## config.mk

```make
export PLATFORM = sky130hd
export DESIGN_NAME = ex_seq_ctrl
export DESIGN_NICKNAME = d
export VERILOG_FILES = /design/src/rtl/ex_seq_ctrl.sv
export SDC_FILE = /design/constraint.sdc
export NUM_CORES = 1
export LEC_CHECK = 0
export BUFFER_PORTS_ARGS = -buffer_cell sky130_fd_sc_hd__buf_2
export CAP_MARGIN = 10
export CORE_ASPECT_RATIO = 0.75
export CORE_UTILIZATION = 52
export CTS_CLUSTER_DIAMETER = 200
export DETAILED_ROUTE_END_ITERATION = 7
export MAX_ROUTING_LAYER = met4
export PLACE_DENSITY = 0.88
export SKIP_LAST_GASP = 1
export SLEW_MARGIN = 20
export SYNTH_ARGS = -nofsm -noshare
export SYNTH_HDL_FRONTEND = slang
export SYNTH_SLANG_ARGS = --single-unit
```

## constraint.sdc

```tcl
create_clock -name clk -period 2.18 [get_ports clk]
set_input_delay 0.436 -clock clk [delete_from_list [all_inputs] [get_ports clk]]
set_output_delay 0.436 -clock clk [all_outputs]
set_load 0.01 [all_outputs]
```

## src/rtl/ex_seq_ctrl.sv

```systemverilog
// rtl/ex_seq_ctrl.sv - EX stage sequencer dispatching single- and multi-cycle ops
module ex_seq_ctrl #(
    parameter int unsigned TIMEOUT_CYCLES = 255
) (
    input  logic       clk,
    input  logic       rst_n,
    input  logic       clear,
    input  logic       start_i,
    input  logic [3:0] unit_sel_i,
    input  logic [3:0] unit_done_i,
    output logic [3:0] unit_start_o,
    output logic       ready_o,
    output logic       done_o,
    output logic       busy_o,
    output logic       illegal_o,
    output logic       timeout_o
);

    typedef enum logic [1:0] {S_IDLE, S_WAIT, S_DRAIN} state_t;

    localparam logic [7:0] TIMEOUT_LAST = 8'(TIMEOUT_CYCLES - 1);

    state_t     state, state_next;
    logic [3:0] sel_q, sel_next;
    logic [7:0] cnt, cnt_next, cnt_inc;
    logic       accept, sel_zero, sel_onehot, sel_hit, expired;

    assign ready_o    = (state == S_IDLE) && !clear;
    // Gating with rst_n keeps every pulse output low while reset is held.
    assign accept     = start_i && ready_o && rst_n;
    assign sel_zero   = (unit_sel_i == 4'd0);
    assign sel_onehot = !sel_zero && ((unit_sel_i & (unit_sel_i - 4'd1)) == 4'd0);
    assign sel_hit    = |(unit_done_i & sel_q);
    assign expired    = (cnt == TIMEOUT_LAST);
    assign cnt_inc    = (cnt == 8'hFF) ? cnt : cnt + 8'd1;
    assign busy_o     = (state == S_WAIT) || (state == S_DRAIN);

    always_ff @(posedge clk or negedge rst_n) begin
        if (!rst_n) begin
            state <= S_IDLE;
            sel_q <= 4'd0;
            cnt   <= 8'd0;
        end else begin
            state <= state_next;
            sel_q <= sel_next;
            cnt   <= cnt_next;
        end
    end

    always_comb begin
        state_next   = state;
        sel_next     = sel_q;
        cnt_next     = cnt;
        unit_start_o = 4'd0;
        done_o       = 1'b0;
        illegal_o    = 1'b0;
        timeout_o    = 1'b0;
        case (state)
            S_IDLE: begin
                if (accept) begin
                    if (sel_zero) begin
                        done_o = 1'b1;
                    end else if (!sel_onehot) begin
                        done_o    = 1'b1;
                        illegal_o = 1'b1;
                    end else begin
                        unit_start_o = unit_sel_i;
                        sel_next     = unit_sel_i;
                        cnt_next     = 8'd0;
                        state_next   = S_WAIT;
                    end
                end
            end
            S_WAIT: begin
                cnt_next = cnt_inc;
                // A flush in the completing cycle still retires the unit, but the pipeline must not advance.
                if (sel_hit) begin
                    done_o     = !clear;
                    state_next = S_IDLE;
                end else if (expired) begin
                    timeout_o  = 1'b1;
                    done_o     = !clear;
                    state_next = S_IDLE;
                end else if (clear) begin
                    state_next = S_DRAIN;
                end
            end
            S_DRAIN: begin
                cnt_next = cnt_inc;
                if (sel_hit) begin
                    state_next = S_IDLE;
                end else if (expired) begin
                    timeout_o  = 1'b1;
                    state_next = S_IDLE;
                end
            end
            default: state_next = S_IDLE;
        endcase
    end

endmodule
```

# Yosys cells after proc, flatten, opt, wreduce, memory -nomap -nowiden
# Cells that the tools add are included.
dict set report classes {
  add_sub_neg 2
  n_eq_ne 10
  mux 30
  bitwise_logic 3
  n_reduce_logical 16
}
# cell n
set ops {}
lappend ops {{8-bit 2-to-1 mux} 4}
lappend ops {{8-bit equality test, second input constant} 2}
lappend ops {{2-bit 2-to-1 mux} 8}
lappend ops {{4-bit 2-to-1 mux} 4}
lappend ops {{8-bit one-hot mux with 2 select lines} 1}
lappend ops {{1-bit 2-to-1 mux} 11}
lappend ops {{5-bit AND reduction} 2}
lappend ops {{8-bit by 1-bit adder with 8-bit output, second input constant} 1}
lappend ops {{4-bit bitwise AND} 2}
lappend ops {{4-bit logical NOT} 2}
lappend ops {{2-bit != test, second input constant} 4}
lappend ops {{2-bit one-hot mux with 3 select lines} 1}
lappend ops {{1-bit logical AND} 4}
lappend ops {{4-bit != test, second input constant} 1}
lappend ops {{4-bit AND reduction} 1}
lappend ops {{4-bit OR reduction} 1}
lappend ops {{4-bit by 1-bit subtractor with 4-bit output, second input constant} 1}
lappend ops {{3-bit != test, second input constant} 1}
lappend ops {{2-bit by 1-bit equality test with 1-bit output, second input constant} 1}
lappend ops {{2-bit equality test, second input constant} 1}
lappend ops {{1-bit logical NOT} 2}
lappend ops {{2-bit logical NOT} 1}
lappend ops {{1-bit one-hot mux with 2 select lines} 1}
lappend ops {{2-bit nonzero test} 1}
lappend ops {{other kinds (3)} 3}
dict set report word_totals {
  register_bits 14
  inputBits 12
  out_inout_bits 9
  word_cells 64
}

# Logic depth before layout (Yosys ltp)
dict set report logic_depth {
  depth_word 8
  depth_mapped 8
  ltp_nobuf 7
}

# Worst setup path before layout
# OpenSTA, ideal clock, no wires.
dict set report synth_timing {
  path_type {input port to output port}
  startpoint {input port unit_sel_i[2]}
  endpoint {output port unit_start_o[0]}
  arrival_ns 1.484
  slack_ns 0.260
  cell_stages 6
  n_path_buf 1
  path_cell_list {buf_6 > maj3_1 > nor2_1 > nor2_1 > nor2_1 > and2_1}
}
dict set report synth_via {
  elab_chain_cells 8
  word_cells_on_any_way 10
  classes_between {1 x add/sub; 4 x mux; 1 x bitwise; 4 x reduce/logical}
}
# element line
set synth_rtl {}
lappend synth_rtl {{start, declared} 9} ;# input logic [3:0] unit_sel_i,
lappend synth_rtl {{4-bit by 1-bit subtractor with 4-bit output} 32} ;# assign sel_onehot = !sel_zero && ((unit_sel_i & (unit_sel_i - 4'd1)) == 4'd0);
lappend synth_rtl {{4-bit bitwise AND} 32}
lappend synth_rtl {{4-bit logical NOT} 32}
lappend synth_rtl {{1-bit logical AND} 32}
lappend synth_rtl {{4-bit 2-to-1 mux} 63} ;# end else if (!sel_onehot) begin
lappend synth_rtl {{4-bit 2-to-1 mux *} 61} ;# if (sel_zero) begin
lappend synth_rtl {{4-bit 2-to-1 mux *} 60} ;# if (accept) begin
lappend synth_rtl {{4-bit 2-to-1 mux *} 58} ;# case (state)
lappend synth_rtl {{end, declared} 11} ;# output logic [3:0] unit_start_o,
# Mark *: on every way between the ends. The rest lies on a longest branch, timed or not.

# Final worst setup path
dict set report layout_timing {
  startpoint {register state[0]}
  endpoint {output port done_o}
}
dict set report layout_via {
  elab_chain_cells 6
  word_cells_on_any_way 7
  classes_between {1 x eq/ne; 2 x mux; 4 x reduce/logical}
}
# element line
set layout_rtl {}
lappend layout_rtl {{start, declared} 23} ;# state_t state, state_next;
lappend layout_rtl {{start signal, assigned} 44} ;# state <= state_next;
lappend layout_rtl {{2-bit logical NOT} {28, 58}}
lappend layout_rtl {{1-bit logical AND} 28} ;# assign ready_o = (state == S_IDLE) && !clear;
lappend layout_rtl {{1-bit logical AND (2 in a row)} 30} ;# assign accept = start_i && ready_o && rst_n;
lappend layout_rtl {{1-bit 2-to-1 mux} 60}
lappend layout_rtl {{1-bit one-hot mux with 2 select lines *} 58}
lappend layout_rtl {{end, declared} 13} ;# output logic done_o,
# Marks and branches as above.

==> flow_summary.yaml <==
logic_synthesis:
  syn_area_per_cell_um2: 9.52
  yosysSeqAreaShare_pct: 37.2
  syn_area_um2: 942
  ys_types: 34
  syn_inst: 99
  ys_ff_latch: 14
  yosysWarnings: 0
  synth_fp_nets: 117
status:
  status: "finished, final reports clean"
clocking:
  htreeDepth: 1
  cts.path.max_buffers: 2
  ctsHoldBuffers: 0
  cts_tree: "done"
  cts-buffers-inserted: 3
  cts-root-buf: "clkbuf_4"
  clock-sinks: 14
  clkTransAtPathRegs_ps: 90
  clk_latency_ps: 290
timing:
  finalHoldViolCount: 0
  tightest_slew_ps: 408
  max_freq_mhz: 466
  final.setup.tns_ps: 0
  setup_viol_count_final: 0
  fin_crit_sh_pct: 98.4
  setup_ws_ps: 34.8
  layout_min_cycle_time_ps: 2150
  finClkSkew_ps: 5.66
  slew_violations: 0
  holdWs_ps: 112
  relSlewSlack_pct: 72.4
layout:
  layout-drive-gt1-share_pct: 35.1
  insertedDiodeCount: 0
  synthToLayoutAreaGrowth_pct: 26.0
  layout_common_cells: "buf_2, dfrtp_1, buf_4"
  nets: 150
  design_area_um2: 1190
  final_common_cell: "buf_2"
routing:
  drt_pass1_iterations: 4
  finalWirelength_mm: 2.38
  first_iter_violations: 26
  drtAntennaViolNets: 0
  viasPerCell: 5.91
  route.detailed.drc: 0
  wl_per_cell_um: 15.6
  dr_total_vias: 899
pwr:
  totalPowerFinal_w: 0.00130
  ir_drop_uv: 910
  powerDensity_nw_per_um2: 1100
  p_leak_nw: 0.599
worst_setup_path:
  worstPathRequired_ps: 1740
  crit_type: "reg -> out"
  worstSetupEndpointType: "output port"
  r2r_end: "cnt[7]$_DFFE_PN0P_"
  regToRegSetupSlack_ps: 160
  r2r-start: "state[0]$_DFFE_PN0P_"
  critPathMaxFanout: 4
  critPathLaunchType: "flip-flop"
  worstPathArrival_ps: 1710
  r2r_cells: 8
die:
  floorplan.initialDensity_pct: 59.2
  pin_count: 21
  core_um2: 1590
  die_h_um: 38.9
  dieArea_um2: 1990
  die_x_um: 51.2
  std_cell_rows: 12
global_route:
  antenna_found_initial: 0
  grt_pass1_vias: 811
  grt_max_degree: 15
  grt.total_usage_pct: 27.6
  grt_pass1_wl_mm: 3.72
  grt-ovfl-total: 0
run:
  max-cap-violations: 0
placement:
  dp_worst_setup_slack_ps: 71.3
  io_buffers: 20
  hpwlAfterDp_mm: 1.68
  place_area_um2: 1090
  gp_congestion: 0.745
worst_hold_path:
  hp-class: "in -> async"
per-stage QoR:
| step | utilization, % | std cells |
|---|---|---|
| floorplan | - | 99 |
| global placement | 68.5 | 143 |
| detailed placement | 68.5 | 143 |
| CTS | 72.0 | 149 |
| global route | 74.6 | 152 |
| finish | 74.6 | 152 |
metal layers:
metal / track usage [%] / wire, um
met1: 34.2 / 1080
met2: 43.4 / 1160
met3: 8.24 / 90
met4: 9.03 / 42
met5: - / 0
registers in the layout, summed over array words and instances (netlist names):
register / flops
cnt: 8
sel_q: 4
state: 2
worst max-delay path by stage:
stage | startpoint | to | depth (start not counted)
5_1_grt | sel_q[2]$_DFFE_PN0P_ | done_o | 5
2_1_floorplan | unit_sel_i[2] | unit_start_o[0] | 6
3_5_place_dp | unit_sel_i[2] | unit_start_o[1] | 7
6_report | state[0]$_DFFE_PN0P_ | done_o | 6
4_1_cts | sel_q[2]$_DFFE_PN0P_ | done_o | 5
3_3_place_gp | unit_sel_i[2] | unit_start_o[1] | 7
what timing repair did:
item,CTS,global route
hold endpoints to repair,0,0
pin swaps,2,5
gates resized for setup,2,5
buffers inserted,2,3
setup endpoints to repair,4,13
synth_stat cells:
cell,number,area (um2)
o31ai_1,2,15.0
a22o_1,6,52.6
nand4b_1,1,8.76
o22ai_1,1,6.26
nand4_1,2,12.5
nand3_1,3,15.0
o21ai_0,7,35.0
a21oi_1,5,25.0
nor4b_1,2,17.5
nor3b_1,1,7.51
buf_6,1,11.3
inv_1,5,18.8
nor2_1,7,26.3
ha_1,6,75.1
a221oi_1,1,8.76
nand3_2,1,10.0
a211o_2,1,10.0
and3_1,4,25.0
nand2_1,4,15.0
nor3_1,2,10.0
a2111o_1,1,11.3
nor2b_1,1,6.26
maj3_1,1,10.0
and4b_1,1,10.0
xor2_1,1,8.76
buf_2,1,5.00
nand2b_4,1,13.8
mux2_4,1,15.0
and4_1,1,8.76
mux2_2,2,22.5
dfrtp_1,14,350
nand2b_1,2,12.5
or3_1,5,31.3
and2_1,5,31.3
logic make-up (layout without fill, tap and decap cells):
group / after synthesis / in the layout / share of synthesized area, %
compound gates: 24 / 24 / 17.4
flops: 14 / 14 / 37.2
mux: 3 / 3 / 3.98
fa+ha+maj: 7 / 7 / 9.03
xor+xnor: 1 / 1 / 0.930
buf+inv: 7 / 39 / 3.72
simple gates: 43 / 43 / 27.8
critical path, cell delays in order (launching register included):
cell      delay (ps)
dfrtp_1          420
inv_2            100
ha_4             150
nand4b_1         200
buf_4            220
o22ai_1          170
buf_2            180
final cells by class:
cell class,instances,area [um2]
Fill cell,115,404
Clock buffer,4,36.3
Inverter,5,18.8
Timing Repair Buffer,30,175
Tap cell,21,26.3
Sequential cell,14,350
Multi-Input combinational cell,78,581
power breakdown:
part	switching, W	leakage [nW]	total (W)	internal, W
Clock	0.0000876	0.0210	0.000189	0.000102
Sequential	0.0000788	0.185	0.000420	0.000341
Combinational	0.000353	0.393	0.000692	0.000340
(Power assumes the default switching activity.)
